### config.mk
export PLATFORM = sky130hd
export DESIGN_NAME = fu_uop_pipe_flat
export DESIGN_NICKNAME = d
export VERILOG_FILES = /design/src/rtl/fu_uop_pipe_if.sv /design/src/rtl/fu_uop_pipe.sv /design/src/flat_wrapper.sv
export SDC_FILE = /design/constraint.sdc
export NUM_CORES = 1
export LEC_CHECK = 0
export ABC_AREA = 1
export BUFFER_PORTS_ARGS = -buffer_cell sky130_fd_sc_hd__buf_2
export CAP_MARGIN = 15
export CORE_ASPECT_RATIO = 0.7
export CORE_MARGIN = 1.5
export CORE_UTILIZATION = 60
export CTS_CLUSTER_SIZE = 12
export DETAILED_ROUTE_END_ITERATION = 6
export PLACE_DENSITY = 0.81
export SYNTH_ARGS = -nofsm -noshare
export SYNTH_HDL_FRONTEND = slang
export SYNTH_SLANG_ARGS = --single-unit
### constraint.sdc
create_clock -name clock -period 9.3 [get_ports clock]
set_input_delay 0.465 -clock clock [delete_from_list [all_inputs] [get_ports clock]]
set_output_delay 0.465 -clock clock [all_outputs]
set_load 0.01 [all_outputs]
### src/rtl/fu_uop_pipe_if.sv
// fu_uop_pipe_if: request, branch-update, datapath and response signals of the
// fixed-latency functional-unit shell. The master side is whoever issues uops and
// drives the datapath result. The slave side is the fu_uop_pipe shell itself.
interface fu_uop_pipe_if #(
    parameter int QDEPTH = 4,
    parameter int BR_W   = 20,
    parameter int META_W = 64,
    parameter int DATA_W = 65
);
    localparam int CNT_W = $clog2(QDEPTH + 1) + 1;

    logic              req_valid;
    logic              req_ready;
    logic [BR_W-1:0]   req_bits_br_mask;
    logic [META_W-1:0] req_bits_meta;

    logic              kill;
    logic [BR_W-1:0]   brupdate_resolve_mask;
    logic [BR_W-1:0]   brupdate_mispredict_mask;

    logic [DATA_W-1:0] fu_data;
    logic              fu_fflags_valid;
    logic [4:0]        fu_fflags;

    logic              resp_valid;
    logic              resp_ready;
    logic [META_W-1:0] resp_bits_meta;
    logic [BR_W-1:0]   resp_bits_br_mask;
    logic [DATA_W-1:0] resp_bits_data;
    logic              resp_bits_fflags_valid;
    logic [4:0]        resp_bits_fflags;

    logic [CNT_W-1:0]  count;

    modport master (
        output req_valid, req_bits_br_mask, req_bits_meta,
        output kill, brupdate_resolve_mask, brupdate_mispredict_mask,
        output fu_data, fu_fflags_valid, fu_fflags,
        output resp_ready,
        input  req_ready,
        input  resp_valid, resp_bits_meta, resp_bits_br_mask, resp_bits_data,
        input  resp_bits_fflags_valid, resp_bits_fflags,
        input  count
    );

    modport slave (
        input  req_valid, req_bits_br_mask, req_bits_meta,
        input  kill, brupdate_resolve_mask, brupdate_mispredict_mask,
        input  fu_data, fu_fflags_valid, fu_fflags,
        input  resp_ready,
        output req_ready,
        output resp_valid, resp_bits_meta, resp_bits_br_mask, resp_bits_data,
        output resp_bits_fflags_valid, resp_bits_fflags,
        output count
    );
endinterface

### src/rtl/fu_uop_pipe.sv
// fu_uop_pipe: uop-tracking shell around a fixed-latency datapath (e.g. the FPU).
// Uop metadata and branch masks ride alongside the external datapath for LATENCY
// cycles, are subject to kill/resolve/mispredict in every stage, and the result is
// captured into a small response queue drained with valid/ready. Requests are only
// accepted while in-flight plus queued uops are below QDEPTH, so a push can never
// find the queue full.
// Optional feature: define FU_PIPE_BYPASS_EN to forward a finishing uop straight to
// the response port when the queue is empty and the consumer is ready, saving a cycle.
module fu_uop_pipe #(
    parameter int LATENCY = 4,
    parameter int QDEPTH  = 4,
    parameter int BR_W    = 20,
    parameter int META_W  = 64,
    parameter int DATA_W  = 65
) (
    input  logic         clock,
    input  logic         reset_n,
    fu_uop_pipe_if.slave io
);

    localparam int CNT_W = $clog2(QDEPTH + 1) + 1;
    localparam int PTR_W = (QDEPTH > 1) ? $clog2(QDEPTH) : 1;

`ifdef FU_PIPE_BYPASS_EN
    localparam bit BYPASS_EN = 1'b1;
`else
    localparam bit BYPASS_EN = 1'b0;
`endif

    // Pipeline stage state (index 0 is stage 1, index LATENCY-1 is the final stage)
    logic [LATENCY-1:0] r_stgValid;
    logic [BR_W-1:0]    r_stgMask [LATENCY];
    logic [META_W-1:0]  r_stgMeta [LATENCY];

    // Response queue state
    logic [QDEPTH-1:0]  r_qLive;
    logic [QDEPTH-1:0]  r_qFflagsValid;
    logic [BR_W-1:0]    r_qMask   [QDEPTH];
    logic [META_W-1:0]  r_qMeta   [QDEPTH];
    logic [DATA_W-1:0]  r_qData   [QDEPTH];
    logic [4:0]         r_qFflags [QDEPTH];
    logic [PTR_W-1:0]   r_head;
    logic [PTR_W-1:0]   r_tail;
    logic [CNT_W-1:0]   r_qCount;

    logic               w_fire;
    logic               w_reqReady;
    logic               w_reqMisp;
    logic [LATENCY-1:0] w_stgLive;
    logic               w_lastLive;
    logic               w_qEmpty;
    logic [BR_W-1:0]    w_headMask;
    logic               w_headValid;
    logic               w_bypass;
    logic               w_push;
    logic               w_pop;
    logic [CNT_W-1:0]   w_inflight;

    function automatic logic [PTR_W-1:0] ptrNext(input logic [PTR_W-1:0] p);
        return (p == PTR_W'(QDEPTH - 1)) ? '0 : p + 1'b1;
    endfunction

    // A stage survives into the next one unless flushed or its mask hits a mispredict
    always_comb begin
        w_stgLive = '0;
        for (int i = 0; i < LATENCY; i++) begin
            w_stgLive[i] = r_stgValid[i] & ~io.kill
                         & ~(|(io.brupdate_mispredict_mask & r_stgMask[i]));
        end
    end

    // Credit accounting: every valid stage plus every queued entry holds one credit
    always_comb begin
        w_inflight = r_qCount;
        for (int i = 0; i < LATENCY; i++) begin
            w_inflight = w_inflight + CNT_W'(r_stgValid[i]);
        end
    end

    assign w_reqReady  = (w_inflight < CNT_W'(QDEPTH));
    assign w_fire      = io.req_valid & w_reqReady;
    assign w_reqMisp   = |(io.brupdate_mispredict_mask & io.req_bits_br_mask);
    assign w_lastLive  = w_stgLive[LATENCY-1];
    assign w_qEmpty    = (r_qCount == '0);
    assign w_headMask  = r_qMask[r_head];
    assign w_headValid = ~w_qEmpty & r_qLive[r_head] & ~io.kill
                       & ~(|(io.brupdate_mispredict_mask & w_headMask));
    assign w_bypass    = BYPASS_EN & w_lastLive & w_qEmpty & io.resp_ready;
    assign w_push      = w_lastLive & ~w_bypass;
    assign w_pop       = ~w_qEmpty & ~io.kill
                       & ((w_headValid & io.resp_ready) | ~r_qLive[r_head]);

    assign io.req_ready = w_reqReady;
    assign io.count     = w_inflight;

    // Response port shows either the forwarded final stage or the queue head
    always_comb begin
        io.resp_valid = w_headValid | w_bypass;
        if (w_bypass) begin
            io.resp_bits_meta         = r_stgMeta[LATENCY-1];
            io.resp_bits_br_mask      = r_stgMask[LATENCY-1] & ~io.brupdate_resolve_mask;
            io.resp_bits_data         = io.fu_data;
            io.resp_bits_fflags_valid = io.fu_fflags_valid;
            io.resp_bits_fflags       = io.fu_fflags;
        end else begin
            io.resp_bits_meta         = r_qMeta[r_head];
            io.resp_bits_br_mask      = w_headMask & ~io.brupdate_resolve_mask;
            io.resp_bits_data         = r_qData[r_head];
            io.resp_bits_fflags_valid = r_qFflagsValid[r_head];
            io.resp_bits_fflags       = r_qFflags[r_head];
        end
    end

    // Control state: stage valids, queue liveness, pointers and occupancy
    always_ff @(posedge clock or negedge reset_n) begin
        if (!reset_n) begin
            r_stgValid <= '0;
            r_qLive    <= '0;
            r_head     <= '0;
            r_tail     <= '0;
            r_qCount   <= '0;
        end else begin
            r_stgValid[0] <= w_fire & ~io.kill & ~w_reqMisp;
            for (int i = 1; i < LATENCY; i++) begin
                r_stgValid[i] <= w_stgLive[i-1];
            end
            if (io.kill) begin
                r_qLive  <= '0;
                r_head   <= '0;
                r_tail   <= '0;
                r_qCount <= '0;
            end else begin
                for (int q = 0; q < QDEPTH; q++) begin
                    if (|(io.brupdate_mispredict_mask & r_qMask[q])) begin
                        r_qLive[q] <= 1'b0;
                    end
                end
                if (w_push) begin
                    r_qLive[r_tail] <= 1'b1;
                    r_tail          <= ptrNext(r_tail);
                end
                if (w_pop) begin
                    r_head <= ptrNext(r_head);
                end
                r_qCount <= r_qCount + CNT_W'(w_push) - CNT_W'(w_pop);
            end
        end
    end

    // Payload state: masks shed resolved bits every cycle, metadata and data just move
    always_ff @(posedge clock) begin
        r_stgMask[0] <= io.req_bits_br_mask & ~io.brupdate_resolve_mask;
        r_stgMeta[0] <= io.req_bits_meta;
        for (int i = 1; i < LATENCY; i++) begin
            r_stgMask[i] <= r_stgMask[i-1] & ~io.brupdate_resolve_mask;
            r_stgMeta[i] <= r_stgMeta[i-1];
        end
        for (int q = 0; q < QDEPTH; q++) begin
            r_qMask[q] <= r_qMask[q] & ~io.brupdate_resolve_mask;
        end
        if (w_push) begin
            r_qMask[r_tail]        <= r_stgMask[LATENCY-1] & ~io.brupdate_resolve_mask;
            r_qMeta[r_tail]        <= r_stgMeta[LATENCY-1];
            r_qData[r_tail]        <= io.fu_data;
            r_qFflagsValid[r_tail] <= io.fu_fflags_valid;
            r_qFflags[r_tail]      <= io.fu_fflags;
        end
    end

endmodule

### src/flat_wrapper.sv
// flat-port wrapper written by rule: the top's interface ports become plain ports
module fu_uop_pipe_flat 
#(
    parameter int LATENCY = 4,
    parameter int QDEPTH  = 4,
    parameter int BR_W    = 20,
    parameter int META_W  = 64,
    parameter int DATA_W  = 65
)
  (clock, reset_n, io_req_valid, io_req_bits_br_mask, io_req_bits_meta, io_kill, io_brupdate_resolve_mask, io_brupdate_mispredict_mask, io_fu_data, io_fu_fflags_valid, io_fu_fflags, io_resp_ready, io_req_ready, io_resp_valid, io_resp_bits_meta, io_resp_bits_br_mask, io_resp_bits_data, io_resp_bits_fflags_valid, io_resp_bits_fflags, io_count);
  fu_uop_pipe_if #(.QDEPTH(QDEPTH), .BR_W(BR_W), .META_W(META_W), .DATA_W(DATA_W)) io_i ();
  input  logic clock;
  input  logic reset_n;
  input wire logic [$bits(io_i.req_valid)-1:0] io_req_valid;
  input wire logic [$bits(io_i.req_bits_br_mask)-1:0] io_req_bits_br_mask;
  input wire logic [$bits(io_i.req_bits_meta)-1:0] io_req_bits_meta;
  input wire logic [$bits(io_i.kill)-1:0] io_kill;
  input wire logic [$bits(io_i.brupdate_resolve_mask)-1:0] io_brupdate_resolve_mask;
  input wire logic [$bits(io_i.brupdate_mispredict_mask)-1:0] io_brupdate_mispredict_mask;
  input wire logic [$bits(io_i.fu_data)-1:0] io_fu_data;
  input wire logic [$bits(io_i.fu_fflags_valid)-1:0] io_fu_fflags_valid;
  input wire logic [$bits(io_i.fu_fflags)-1:0] io_fu_fflags;
  input wire logic [$bits(io_i.resp_ready)-1:0] io_resp_ready;
  output wire logic [$bits(io_i.req_ready)-1:0] io_req_ready;
  output wire logic [$bits(io_i.resp_valid)-1:0] io_resp_valid;
  output wire logic [$bits(io_i.resp_bits_meta)-1:0] io_resp_bits_meta;
  output wire logic [$bits(io_i.resp_bits_br_mask)-1:0] io_resp_bits_br_mask;
  output wire logic [$bits(io_i.resp_bits_data)-1:0] io_resp_bits_data;
  output wire logic [$bits(io_i.resp_bits_fflags_valid)-1:0] io_resp_bits_fflags_valid;
  output wire logic [$bits(io_i.resp_bits_fflags)-1:0] io_resp_bits_fflags;
  output wire logic [$bits(io_i.count)-1:0] io_count;
  assign io_i.req_valid = io_req_valid;
  assign io_i.req_bits_br_mask = io_req_bits_br_mask;
  assign io_i.req_bits_meta = io_req_bits_meta;
  assign io_i.kill = io_kill;
  assign io_i.brupdate_resolve_mask = io_brupdate_resolve_mask;
  assign io_i.brupdate_mispredict_mask = io_brupdate_mispredict_mask;
  assign io_i.fu_data = io_fu_data;
  assign io_i.fu_fflags_valid = io_fu_fflags_valid;
  assign io_i.fu_fflags = io_fu_fflags;
  assign io_i.resp_ready = io_resp_ready;
  assign io_req_ready = io_i.req_ready;
  assign io_resp_valid = io_i.resp_valid;
  assign io_resp_bits_meta = io_i.resp_bits_meta;
  assign io_resp_bits_br_mask = io_i.resp_bits_br_mask;
  assign io_resp_bits_data = io_i.resp_bits_data;
  assign io_resp_bits_fflags_valid = io_i.resp_bits_fflags_valid;
  assign io_resp_bits_fflags = io_i.resp_bits_fflags;
  assign io_count = io_i.count;
  fu_uop_pipe #(.LATENCY(LATENCY), .QDEPTH(QDEPTH), .BR_W(BR_W), .META_W(META_W), .DATA_W(DATA_W)) u_core (.clock(clock), .reset_n(reset_n), .io(io_i));
endmodule
# --- Yosys cells after proc, flatten, opt, wreduce, memory -nomap -nowiden ---
# Memories as Yosys holds them, arrays and structs flattened.
# Index checks and enable logic that the tools add are counted.
totals:
  register_bits: 20
  ramBits: 952
  inputBits: 200
  output_inout_bits: 161
  word_cells: 115
  mem_count: 6
memory_table:
  columns: ["memory", "words", "word_bits", "rd", "rd_ports_with_merged_regs", "write_ports", "line_no", "rtl"]
  rows:
  - ["u_core.r_qData", 4, 65, 1, 0, 1, "fu_uop_pipe.sv:40", "logic [DATA_W-1:0] r_qData [QDEPTH];"]
  - ["u_core.r_qMeta", 4, 64, 1, 0, 1, "fu_uop_pipe.sv:39", "logic [META_W-1:0] r_qMeta [QDEPTH];"]
  - ["u_core.r_stgMeta", 4, 64, 4, 0, 4, "fu_uop_pipe.sv:33", "logic [META_W-1:0] r_stgMeta [LATENCY];"]
  - ["u_core.r_qMask", 4, 20, 5, 0, 5, "fu_uop_pipe.sv:38", "logic [BR_W-1:0] r_qMask [QDEPTH];"]
  - ["u_core.r_stgMask", 4, 20, 4, 0, 4, "fu_uop_pipe.sv:32", "logic [BR_W-1:0] r_stgMask [LATENCY];"]
  - ["u_core.r_qFflags", 4, 5, 1, 0, 1, "fu_uop_pipe.sv:41", "logic [4:0] r_qFflags [QDEPTH];"]
classes:
  addsub: 8
  magnitude_cmp: 4
  eq_ne: 2
  mux: 26
  bitwise: 49
  n_reduce_logical: 14
op_table:
  columns: ["cell", "n"]
  rows:
  - ["$and 20x20->20", 20]
  - ["$reduce_or 20->1", 10]
  - ["$add 4x1->4", 5]
  - ["$not 20->20", 1]
  - ["$and 1x1->1", 17]
  - ["$mux 1", 13]
  - ["$mux 2", 6]
  - ["$mux 4", 3]
  - ["$not 1->1", 9]
  - ["$lt 2x3->1 const B", 2]
  - ["$add 2x1->2 const B", 2]
  - ["$bmux 1 s2", 2]
  - ["$bwmux 4", 1]
  - ["$eq 2x2->1 const B", 2]
  - ["$logic_not 4->1", 1]
  - ["$lt 4x3->1 const B", 1]
  - ["$or 4x4->4", 1]
  - ["$reduce_bool 2->1", 2]
  - ["$sub 4x1->4", 1]
  - ["$demux 1 s2", 1]
  - ["$ge 2x1->1 const B", 1]
  - ["$logic_and 1x1->1", 1]
  - ["$or 1x1->1", 1]

# --- Logic depth before layout (Yosys ltp) ---
# Gate-level depths: netlist of the first run.
logic_depth:
  depth_word: 10
  mapped_depth: 21
  depth_no_buf: 20

# --- Least setup slack after synthesis of the first run ---
# OpenSTA, ideal clock, no wires.
synth_path:
  kind: "input -> register"
  from: "in io_brupdate_mispredict_mask[18]"
  to: "mem u_core.r_qData[1][0], enable pin"
  setup_time_ps: 488
  t_arrival_ps: 4102
  required_time_ps: 8812
  slack_ps: 4710
  path_stages: 9
  path_buffers: 3
  path_cell_list: "buf_2 > nand2_1 > nand4_1 > nor4_1 > and2_2 > buf_8 > nand2_4 > buf_6 > inv_1"
synth_via:
  elab_chain_cells: 6
synth_rtl:
  columns: ["item", "line_no", "rtl"]
  rows:
  - ["from (decl)", "flat_wrapper.sv:19", "input wire logic [$bits(io_i.brupdate_mispredict_mask)-1:0] io_brupdate_mispredict_mask;"]
  - ["$and 20x20->20", "fu_uop_pipe.sv:68", "& ~(|(io.brupdate_mispredict_mask & r_stgMask[i]));"]
  - ["$reduce_or 20->1", "fu_uop_pipe.sv:68", null]
  - ["$not 1->1", "fu_uop_pipe.sv:68", null]
  - ["$and 1x1->1", "fu_uop_pipe.sv:68", null]
  - ["$mux 1", "fu_uop_pipe.sv:161", "if (w_push) begin"]
  - ["$mux 1 (not written as such)", "fu_uop_pipe.sv:164", "r_qData[r_tail] <= io.fu_data;"]
  - ["to (decl)", "fu_uop_pipe.sv:40", null]
# Every way passes these cells.

# --- Final worst setup path of the first run ---
layout_path:
  from: "reg u_core.r_head[0]"
  to: "reg u_core.r_qCount[1]"
layout_via:
  elab_chain_cells: 10
layout_rtl:
  columns: ["item", "line_no", "rtl"]
  rows:
  - ["from (decl)", "fu_uop_pipe.sv:42", "logic [PTR_W-1:0] r_head;"]
  - ["from (signal assigned)", "fu_uop_pipe.sv:143", "r_head <= ptrNext(r_head);"]
  - ["$mem_v2 4x20 / $bmux 1 s2 (equally long branches)", null, null]
  - ["$and 20x20->20 / $mux 1 (equally long branches)", "fu_uop_pipe.sv:87, fu_uop_pipe.sv:86, fu_uop_pipe.sv:91", null]
  - ["$reduce_or 20->1 / $and 1x1->1 (equally long branches)", "fu_uop_pipe.sv:87, fu_uop_pipe.sv:86", null]
  - ["$not 1->1 / $and 1x1->1 (equally long branches)", "fu_uop_pipe.sv:87, fu_uop_pipe.sv:86", null]
  - ["$and 1x1->1", "fu_uop_pipe.sv:87", "& ~(|(io.brupdate_mispredict_mask & w_headMask));"]
  - ["$and 1x1->1", "fu_uop_pipe.sv:91", "& ((w_headValid & io.resp_ready) | ~r_qLive[r_head]);"]
  - ["$or 1x1->1 (*)", "fu_uop_pipe.sv:91", null]
  - ["$and 1x1->1 (*)", "fu_uop_pipe.sv:91", null]
  - ["$sub 4x1->4 (*)", "fu_uop_pipe.sv:145", "r_qCount <= r_qCount + CNT_W'(w_push) - CNT_W'(w_pop);"]
  - ["$mux 4 (*)", "fu_uop_pipe.sv:127", "if (io.kill) begin"]
  - ["to (signal assigned)", "fu_uop_pipe.sv:145", null]
  - ["to (decl)", "fu_uop_pipe.sv:44", "logic [CNT_W-1:0] r_qCount;"]
# Mark *: on every way between the ends. The rest lies on a longest branch, timed or not. The select of a mux whose other input is x is not followed.
# A chain may end at the register's enable or synchronous reset.

==> metrics.cfg, run 1 <==
[cells_and_area]
syn2layout_area_growth_pct = 17.4
layout-drive-gt1-share_pct = 15.9
final_area_um2 = 38500
layout.nets = 3233

[logic_synthesis]
ys_seq_area_share_pct = 76.0
synth_area_leader_cell = edfxtp_1
synth_seq_cells = 972
synth_cells = 2603
avgSynthCellArea_um2 = 12.6
synth_nets = 2817
synth_area_leaders = edfxtp_1 (49%), dfxtp_1 (25%), o21ai_0 (5.1%)
ys_warn_count = 0
synth_top_area_share_pct = 49.4
yosysUniqueCellTypes = 36
syn_area_um2 = 32800

[pwr]
comb_power_share_pct = 20.9
p_int_w = 0.00716
p_sw_w = 0.00318
peakVddDrop_uv = 260
p_sw_share_pct = 30.8
p_leak_nw = 14.4
clock_power_share_pct = 33.7
seqPwrFrac_pct = 45.4
p_per_area_nw_per_um2 = 268

[place]
dpl_cell_area_um2 = 35000
gp_congestion = 0.990
numPortBuffers = 360
dp_hpwl_um = 51900

[cts]
clk_pin_slew_ns = 0.06
postCtsSetupBuffers = 0
clockBufferDepth = 3
root_buffer = clkbuf_16
clkLatencyLatePin_ns = 0.68
htree_levels = 3
cts_buffers = 92
cts_tree = built
cts.sinks = 972

[timing]
clock_skew_ns = 0.0552
worst_slew_pin_slew_ns = 1.23
max_freq_mhz = 215
finalHoldViolations = 0
fin_crit_sh_pct = 50.0
tns_ns = 0
timing.final.crit_period_ns = 4.65
slew_viol_final = 0
rsz0062_at_grt = false
slew_headroom_pct = 18.1
finalSetupViolations = 0

[worst_setup_path]
worstSetupPathType = reg -> reg
r2r_slack_ns = 4.65
startpoint_type = flip-flop
cp_max_fo = 114
worstPathArrival_ns = 5.16
worstSetupEndpointType = flip-flop
critPathRequiredTime_ns = 9.81

[global_route]
grt_pass1_vias = 21700
grt_use_total_pct = 31.1
grt_first_pass_wirelength_um = 130000
grt_max_degree = 130
grt-ovfl-total = 0
grt_antenna_before_repair = 2

[floorplanning]
die_x_um = 283
initial_core_util_pct = 60.9
die-area_um2 = 56200
die_y_um = 199
ios = 361
rows = 71
core_um2 = 53900

[drt]
wl_per_cell_um = 23.2
first_pass_iters = 6
drc = 0
ant_nets = 0
drt_iter0_markers = 2655
vias_per_cell = 5.88
wl_um = 88500
dr_total_vias = 22500

[worst_hold_path]
hold_class = in -> reg

[status]
status = complete, no violations

[job]
cap_violations = 0

## routing by layer
layer  part of all wire [%]  GRT usage (%)
met3                    9.5           6.68
met2                     47           48.7
met5                  0.015              0
met4                    2.9           9.90
met1                     41           43.8
## cells in the mapped netlist, drive strengths merged
cell type	count
a2111oi	3
a211oi	1
a21o	1
a21oi	13
a221oi	8
a22o	25
a31oi	1
and2	3
buf	54
clkbuf	76
dfrtp	16
dfxtp	416
edfxtp	540
fa	4
ha	10
inv	143
nand2	195
nand3	145
nand4	16
nor2	388
nor3	7
nor4	9
o2111ai	3
o211ai	1
o21ai	354
o22ai	167
xnor2	2
xor2	2
## flip-flops by register name, indices dropped and copies added, names as in the netlist
register               count
u_core.r_qData           260
u_core.r_qMeta           256
u_core.r_stgMeta         256
u_core.r_qMask            80
u_core.r_stgMask          80
u_core.r_qFflags          20
u_core.r_qCount            4
u_core.r_qFflagsValid      4
u_core.r_qLive             4
u_core.r_stgValid          4
u_core.r_head              2
u_core.r_tail              2
## metrics by stage
stage / setup slack (ns) / cells / utilization (%) / power [W] / hold slack, ns
2_1_floorplan: 4.71 / 2603 / - / 0.00600 / 0.169
3_3_place_gp: 4.79 / 3574 / 64.9 / 0.00678 / 0.310
3_5_place_dp: 4.71 / 3574 / 64.9 / 0.00685 / 0.312
4_1_cts: 4.70 / 3818 / 71.5 / 0.0103 / 0.000221
5_1_grt: 4.18 / 3818 / 71.5 / 0.0107 / 0.0126
6_report: 4.65 / 3821 / 71.5 / 0.0103 / 0.0344
## what timing repair did
item,in CTS,in global routing
hold buffers,81,0
endpoints found under the setup margin,0,0
endpoints found under the hold margin,139,0
gates resized for setup,0,0
## cell type report
cell class	count	area, um^2
Antenna cell	3	7.51
Clock buffer	153	2540
Clock inverter	10	210
Fill cell	3467	15400
Inverter	143	567
Multi-Input combinational cell	1358	6660
Sequential cell	972	25000
Tap cell	730	913
Timing Repair Buffer	452	2700
## logic make-up (layout without fill, tap and decap cells)
logic type               count (synthesis)  count (layout)  synth area share, %
AO/OA/AOI/OAI                          577             577                 9.90
adder cells (fa/ha/maj)                 14              14                0.625
flip-flops                             972             972                 76.0
buffers and inverters                  273             758                 3.76
XOR/XNOR                                 4               4                0.107
AND/OR/NAND/NOR                        763             763                 9.64
other                                    0               3                    0
## layout by cell type (no fill, tap or decap), types with 2 or more instances in the layout
master / instances
a2111oi_0: 3
a21oi_1: 13
a221oi_1: 8
a22o_1: 25
and2_1: 2
buf_2: 360
buf_4: 11
clkbuf_1: 59
clkbuf_16: 92
clkinv_16: 6
dfrtp_1: 14
dfrtp_4: 2
dfxtp_1: 416
diode_2: 3
dlygate4sd3_1: 81
edfxtp_1: 540
fa_1: 4
ha_1: 10
inv_1: 137
inv_6: 5
nand2_1: 191
nand2_4: 4
nand3_1: 143
nand3_2: 2
nand4_1: 16
nor2_1: 388
nor3_1: 7
nor4_1: 9
o2111ai_1: 3
o21ai_0: 332
o21ai_1: 22
o22ai_1: 167
xnor2_1: 2
xor2_1: 2
## critical path, cell delays in order (launching register included)
cell and delay [ns]:
dfrtp_4 0.45, buf_4 0.71, buf_4 0.97, o21ai_0 0.17, o21ai_1 0.35, nand2_1 0.08
nor2_1 0.10, nand2_1 0.07, nor2_1 0.09, nand3_1 0.09, nand2_1 0.09, nand2_1 0.09
inv_1 0.12, ha_1 0.23, inv_1 0.06, ha_1 0.19, fa_1 0.43, inv_1 0.07
nor2_1 0.05
## power groups by stage
stage | clock network (W) | logic [W] | registers (W)
floorplan | 0 | 0.00128 | 0.00473
global placement | 0 | 0.00201 | 0.00477
detailed placement | 0 | 0.00207 | 0.00478
CTS | 0.00350 | 0.00212 | 0.00469
global route | 0.00368 | 0.00233 | 0.00470
finish | 0.00349 | 0.00216 | 0.00469
## worst paths after layout
path / start / to / cells after the start
max: u_core.r_head[0] / u_core.r_qCount[1] / 18
min: io_req_bits_br_mask[14] / u_core.r_stgMask[0][14] / 3
max reg2reg: u_core.r_head[0] / u_core.r_qCount[1] / 18
min reg2reg: u_core.r_stgMeta[0][1] / u_core.r_stgMeta[1][1] / 0
max in group asynchronous: reset_n / u_core.r_head[1] / 2
min in group asynchronous: reset_n / u_core.r_stgValid[3] / 2
Note: power is estimated with default switching activity, not from simulation.
==> run 2: changes to the inputs <==
- CORE_UTILIZATION: 60 -> 58
- PLACE_DENSITY: 0.81 -> 0.79
- clock period: 9.3 -> 4.7 ns (I/O delays scaled with it)
==> metrics.cfg, run 2 (synthesized netlist as in run 1, its figures left out) <==
[floorplanning]
initial_core_util_pct = 59.1  ; was 60.9%
ios = 361  ; unchanged
die-area_um2 = 58100  ; was 56,200 um^2
die_y_um = 202  ; was 199 um
core_um2 = 55600  ; was 53,900 um^2
rows = 72  ; was 71
die_x_um = 287  ; was 283 um

[timing]
fin_crit_sh_pct = 81.1
rsz0062_at_grt = false  ; unchanged
slew_viol_final = 0  ; unchanged
timing.final.crit_period_ns = 3.81
slew_headroom_pct = 25.0  ; was 18.1%
max_freq_mhz = 262
clock_skew_ns = 0.0698  ; was 0.0552 ns
worst_slew_pin_slew_ns = 1.13  ; was 1.23 ns
finalHoldViolations = 0  ; unchanged
finalSetupViolations = 0  ; unchanged
tns_ns = 0  ; unchanged

[cells_and_area]
syn2layout_area_growth_pct = 21.9  ; was 17.4%
largest-register = u_core.r_qData  ; unchanged
mostFrequentLayoutCells = edfxtp_1 (540), dfxtp_1 (416), nor2_1 (388)  ; unchanged
fill_cells = 3525  ; was 3,467
layout.nets = 3359  ; was 3,233
fin_cells = 3967  ; was 3,821
layout-drive-gt1-share_pct = 15.9  ; about the same
reg_top3 = u_core.r_qData: 260 flops, u_core.r_qMeta: 256 flops, u_core.r_stgMeta: 256 flops  ; unchanged
final_common_cell = edfxtp_1  ; unchanged
final_area_um2 = 40000  ; was 38,500 um^2
largest_reg_flops = 260  ; unchanged

[global_route]
grt_pass1_vias = 22900  ; was 21,700
grt_antenna_before_repair = 7  ; was 2
grt-ovfl-total = 0  ; unchanged
grt_use_total_pct = 32.7  ; was 31.1%
grt_first_pass_wirelength_um = 141000  ; was 130,000 um
grt_max_degree = 169  ; was 130

[drt]
dr_total_vias = 23300  ; was 22,500
vias_per_cell = 5.86  ; was 5.88
drt_iter0_markers = 2608  ; was 2,655
ant_nets = 0  ; unchanged
wl_um = 95900  ; was 88,500 um
drc = 0  ; unchanged
wl_per_cell_um = 24.2  ; was 23.2 um
first_pass_iters = 5  ; was 6

[place]
gp_congestion = 0.999  ; was 0.990
dp_hpwl_um = 56500  ; was 51,900 um
dp_cells = 3597  ; was 3,574
dpl_cell_area_um2 = 35200  ; was 35,000 um^2
numPortBuffers = 360  ; unchanged

[cts]
htree_levels = 3  ; unchanged
clkLatencyLatePin_ns = 0.70  ; was 0.68 ns
cts.hold.buffers_added = 193  ; was 81
cts_buffers = 93  ; was 92
postCtsSetupBuffers = 0  ; unchanged
root_buffer = clkbuf_16  ; unchanged
cts_resized = 0  ; unchanged
cts_tree = built  ; unchanged
clockBufferDepth = 3  ; unchanged
cts.sinks = 972  ; unchanged
clk_pin_slew_ns = 0.06  ; about the same

[worst_setup_path]
worstSetupPathType = reg -> out  ; was reg -> reg
worstSetupEndpoint = io_resp_bits_meta[24]  ; was u_core.r_qCount[1]
worstSetupEndpointType = output port  ; was flip-flop
r2r_end = u_core.r_qCount[2]  ; was u_core.r_qCount[1]
startpoint_type = flip-flop  ; unchanged
reg2reg_from = u_core.r_head[0]  ; unchanged
worstPathArrival_ns = 3.58  ; was 5.16 ns
cp_max_fo = 82  ; was 114
crit_start = u_core.r_head[1]  ; was u_core.r_head[0]
critPathRequiredTime_ns = 4.47  ; was 9.81 ns
r2r.worst_path.cells = 17  ; was 18
r2r_slack_ns = 1.09  ; was 4.65 ns

[job]
cap_violations = 0  ; unchanged

[pwr]
p_leak_nw = 15.0  ; was 14.4 nW
p_per_area_nw_per_um2 = 523  ; was 268 nW/um^2
peakVddDrop_uv = 406  ; was 260 uV

[status]
status = complete, no violations  ; unchanged

[worst_hold_path]
hold_class = in -> async  ; was in -> reg

==> run 2: final cells by class <==
cell class	count	area (um^2)	share of cell area, %
clock buffers	162	2670	6.66
well taps	740	926	2.31
diodes	5	12.5	0.0313
inverters	143	567	1.42
flip-flops and latches	972	25000	62.3
repair buffers	577	4040	10.1
clock inverters	10	206	0.516
multi-input cells	1358	6660	16.6
==> run 2: per-stage QoR <==
stage | worst slack [ns] | hold WS [ns] | total power [W] | utilization [%]
3_5_place_dp | 1.17 | 0.172 | 0.0136 | 63.3
3_3_place_gp | 1.14 | 0.173 | 0.0135 | 63.3
4_1_cts | 0.936 | 0.0124 | 0.0208 | 72.0
2_1_floorplan | 0.340 | -0.0606 | 0.0119 | -
5_1_grt | 0.719 | 0.0629 | 0.0216 | 72.0
6_report | 0.890 | 0.0390 | 0.0209 | 72.0
==> run 2: worst max-delay path: stages (launching register included) <==
cell	delay, ns
dfrtp_4	0.51
inv_4	0.27
buf_4	0.37
buf_4	0.72
o21ai_0	0.28
o22ai_1	0.39
buf_2	0.23
==> run 2: how the worst min path moves through the flow <==
stage	end	from	cells after the start
floorplan	u_core.r_head[0]	reset_n	0
global placement	u_core.r_stgValid[0]	reset_n	1
detailed placement	u_core.r_stgValid[0]	reset_n	1
CTS	u_core.r_head[0]	reset_n	2
global route	u_core.r_stgValid[0]	reset_n	2
finish	u_core.r_stgValid[3]	reset_n	2
==> run 2: routing by layer <==
layer  track usage (%)  share of wire [%]
met5                 0              0.043
met4              8.95                2.8
met3              8.42                9.5
met2              51.7                 47
met1              45.4                 41
==> run 2: power breakdown <==
group	total (W)	switching, W	internal, W	leakage (nW)
sequential	0.00923	0.000101	0.00913	8.53
combinational	0.00452	0.00313	0.00139	5.12
clock	0.00717	0.00328	0.00389	1.36
total	0.0209	0.00651	0.0144	15.0
==> run 3: changes to the inputs <==
- clock period: 4.7 -> 3.6 ns (I/O delays scaled with it)
==> metrics.cfg, run 3 (synthesized netlist as in run 1, its figures left out) <==
[pwr]
p_sw_w = 0.00837  ; was 0.00651 W
comb_power_share_pct = 21.5  ; was 21.6%
peakVddDrop_uv = 575  ; was 406 uV
seqPwrFrac_pct = 44.4  ; was 44.1%
clock_power_share_pct = 34.1  ; was 34.3%
p_sw_share_pct = 30.7  ; was 31.1%
p_leak_nw = 15.2  ; was 15.0 nW
p_int_w = 0.0189  ; was 0.0144 W
p_per_area_nw_per_um2 = 674  ; was 523 nW/um^2

[cells_and_area]
layout.nets = 3395  ; was 3,359
final_common_cell = edfxtp_1  ; unchanged
mostFrequentLayoutCells = edfxtp_1 (540), dfxtp_1 (416), nor2_1 (388)  ; unchanged
syn2layout_area_growth_pct = 23.1  ; was 21.9%
largest_reg_flops = 260  ; unchanged
fin_cells = 3993  ; was 3,967
largest-register = u_core.r_qData  ; unchanged
layout-drive-gt1-share_pct = 16.6  ; was 15.9%
reg_top3 = u_core.r_qData: 260 flops, u_core.r_qMeta: 256 flops, u_core.r_stgMeta: 256 flops  ; unchanged

[drt]
ant_nets = 0  ; unchanged
wl_met2_um = 44100  ; was 44,600 um
drc = 0  ; unchanged
dr_total_vias = 23200  ; was 23,300
drt_iter0_markers = 2606  ; was 2,608
wl_met1_um = 38200  ; was 39,400 um
wl_per_cell_um = 23.6  ; was 24.2 um
wl_met3_um = 9000  ; was 9150 um
wl_um = 94100  ; was 95,900 um
vias_per_cell = 5.82  ; was 5.86
routed.top_layer = met5  ; unchanged
first_pass_iters = 6  ; was 5

[place]
dp_hpwl_um = 57000  ; was 56,500 um
gp_congestion = 1.00  ; was 0.999
numPortBuffers = 360  ; unchanged
dp_cells = 3630  ; was 3,597
dp_slack_ns = 0.423  ; was 1.17 ns

[cts]
htree_levels = 3  ; unchanged
cts_tree = built  ; unchanged
clk_pin_slew_ns = 0.06  ; about the same
root_buffer = clkbuf_16  ; unchanged
cts.hold.buffers_added = 196  ; was 193
postCtsSetupBuffers = 0  ; unchanged
clkLatencyLatePin_ns = 0.69  ; was 0.70 ns
cts_buffers = 93  ; unchanged
cts.sinks = 972  ; unchanged
clockBufferDepth = 3  ; unchanged
cts_resized = 0  ; unchanged

[status]
status = complete, no violations  ; unchanged

[timing]
rsz0062_at_grt = false  ; unchanged
worst_slew_pin_slew_ns = 1.21  ; was 1.13 ns
worst_slack_ns = 0.214  ; was 0.890 ns
slew_headroom_pct = 19.5  ; was 25.0%
fin_crit_sh_pct = 94.1
max_freq_mhz = 295
tns_ns = 0  ; unchanged
finalHoldViolations = 0  ; unchanged
timing.final.crit_period_ns = 3.39
finalSetupViolations = 0  ; unchanged
slew_viol_final = 0  ; unchanged
clock_skew_ns = 0.0754  ; was 0.0698 ns
whs_ns = 0.0951  ; was 0.0390 ns

[floorplanning]
ios = 361  ; unchanged
die_x_um = 287  ; unchanged
core_um2 = 55600  ; unchanged
rows = 72  ; unchanged
die-area_um2 = 58100  ; unchanged
die_y_um = 202  ; unchanged
initial_core_util_pct = 59.1  ; unchanged

[global_route]
grt_first_pass_wirelength_um = 141000  ; about the same
grt_pass1_vias = 23200  ; was 22,900
grt-ovfl-total = 0  ; unchanged
grt_antenna_before_repair = 4  ; was 7
grt_use_total_pct = 32.5  ; was 32.7%
grt_max_degree = 117  ; was 169

[worst_setup_path]
cp_max_fo = 116  ; was 82
critPathRequiredTime_ns = 3.42  ; was 4.47 ns
worstSetupEndpointType = output port  ; unchanged
worstSetupPathType = reg -> out  ; unchanged
worstPathArrival_ns = 3.21  ; was 3.58 ns
startpoint_type = flip-flop  ; unchanged

[worst_hold_path]
hold_class = in -> reg  ; was in -> async

[job]
cap_violations = 0  ; unchanged

-- run 3: stage by stage --
stage	power [W]	instance area, um^2	utilization [%]
2_1_floorplan	0.0155	32900	-
3_3_place_gp	0.0176	35600	64.1
3_5_place_dp	0.0178	35600	64.1
4_1_cts	0.0271	40400	72.7
5_1_grt	0.0282	40400	72.7
6_report	0.0273	40400	72.7
-- run 3: per-layer routing --
layer / track usage [%] / vias to the layer above
li1: - / 10400
met4: 10.5 / 4
met1: 44.7 / 11400
met5: 0 / -
met2: 51.3 / 1247
met3: 7.62 / 188
-- run 3: worst max-delay path: stages, from the launching register on --
cell and delay [ns]:
dfrtp_4 0.59, inv_8 0.25, buf_4 0.90, o21ai_0 0.26, o22ai_1 0.22, buf_2 0.18
-- run 3: power by group through the flow --
stage	Sequential [W]	Combinational, W	Clock (W)
after floorplan	0.0122	0.00330	0
after global placement	0.0123	0.00534	0
after detailed placement	0.0123	0.00550	0
after CTS	0.0121	0.00574	0.00928
after global routing	0.0121	0.00629	0.00983
final	0.0121	0.00586	0.00930
-- run 3: layout make-up --
class / instances / area, um^2
timing repair buffer: 613 / 4470
tap: 740 / 926
antenna: 1 / 2.50
clock inverter: 12 / 260
clock buffer: 154 / 2600
sequential: 972 / 25000
fill: 3497 / 15200
inverter: 143 / 562
multi-input combinational: 1358 / 6660
-- run 3: path summary, 6_finish.rpt --
check | startpoint | endpoint | slack [ns] | cells after the start
max | u_core.r_head[0] | io_resp_bits_data[18] | 0.21 | 5
min | io_brupdate_mispredict_mask[10] | u_core.r_stgValid[2] | 0.1 | 4
max reg2reg | u_core.r_head[0] | u_core.r_qCount[2] | 0.25 | 18
min reg2reg | u_core.r_stgMeta[2][26] | u_core.r_stgMeta[3][26] | 0.32 | 0
max in group asynchronous | reset_n | u_core.r_head[1] | 2.30 | 3
min in group asynchronous | reset_n | u_core.r_head[0] | 0.71 | 3
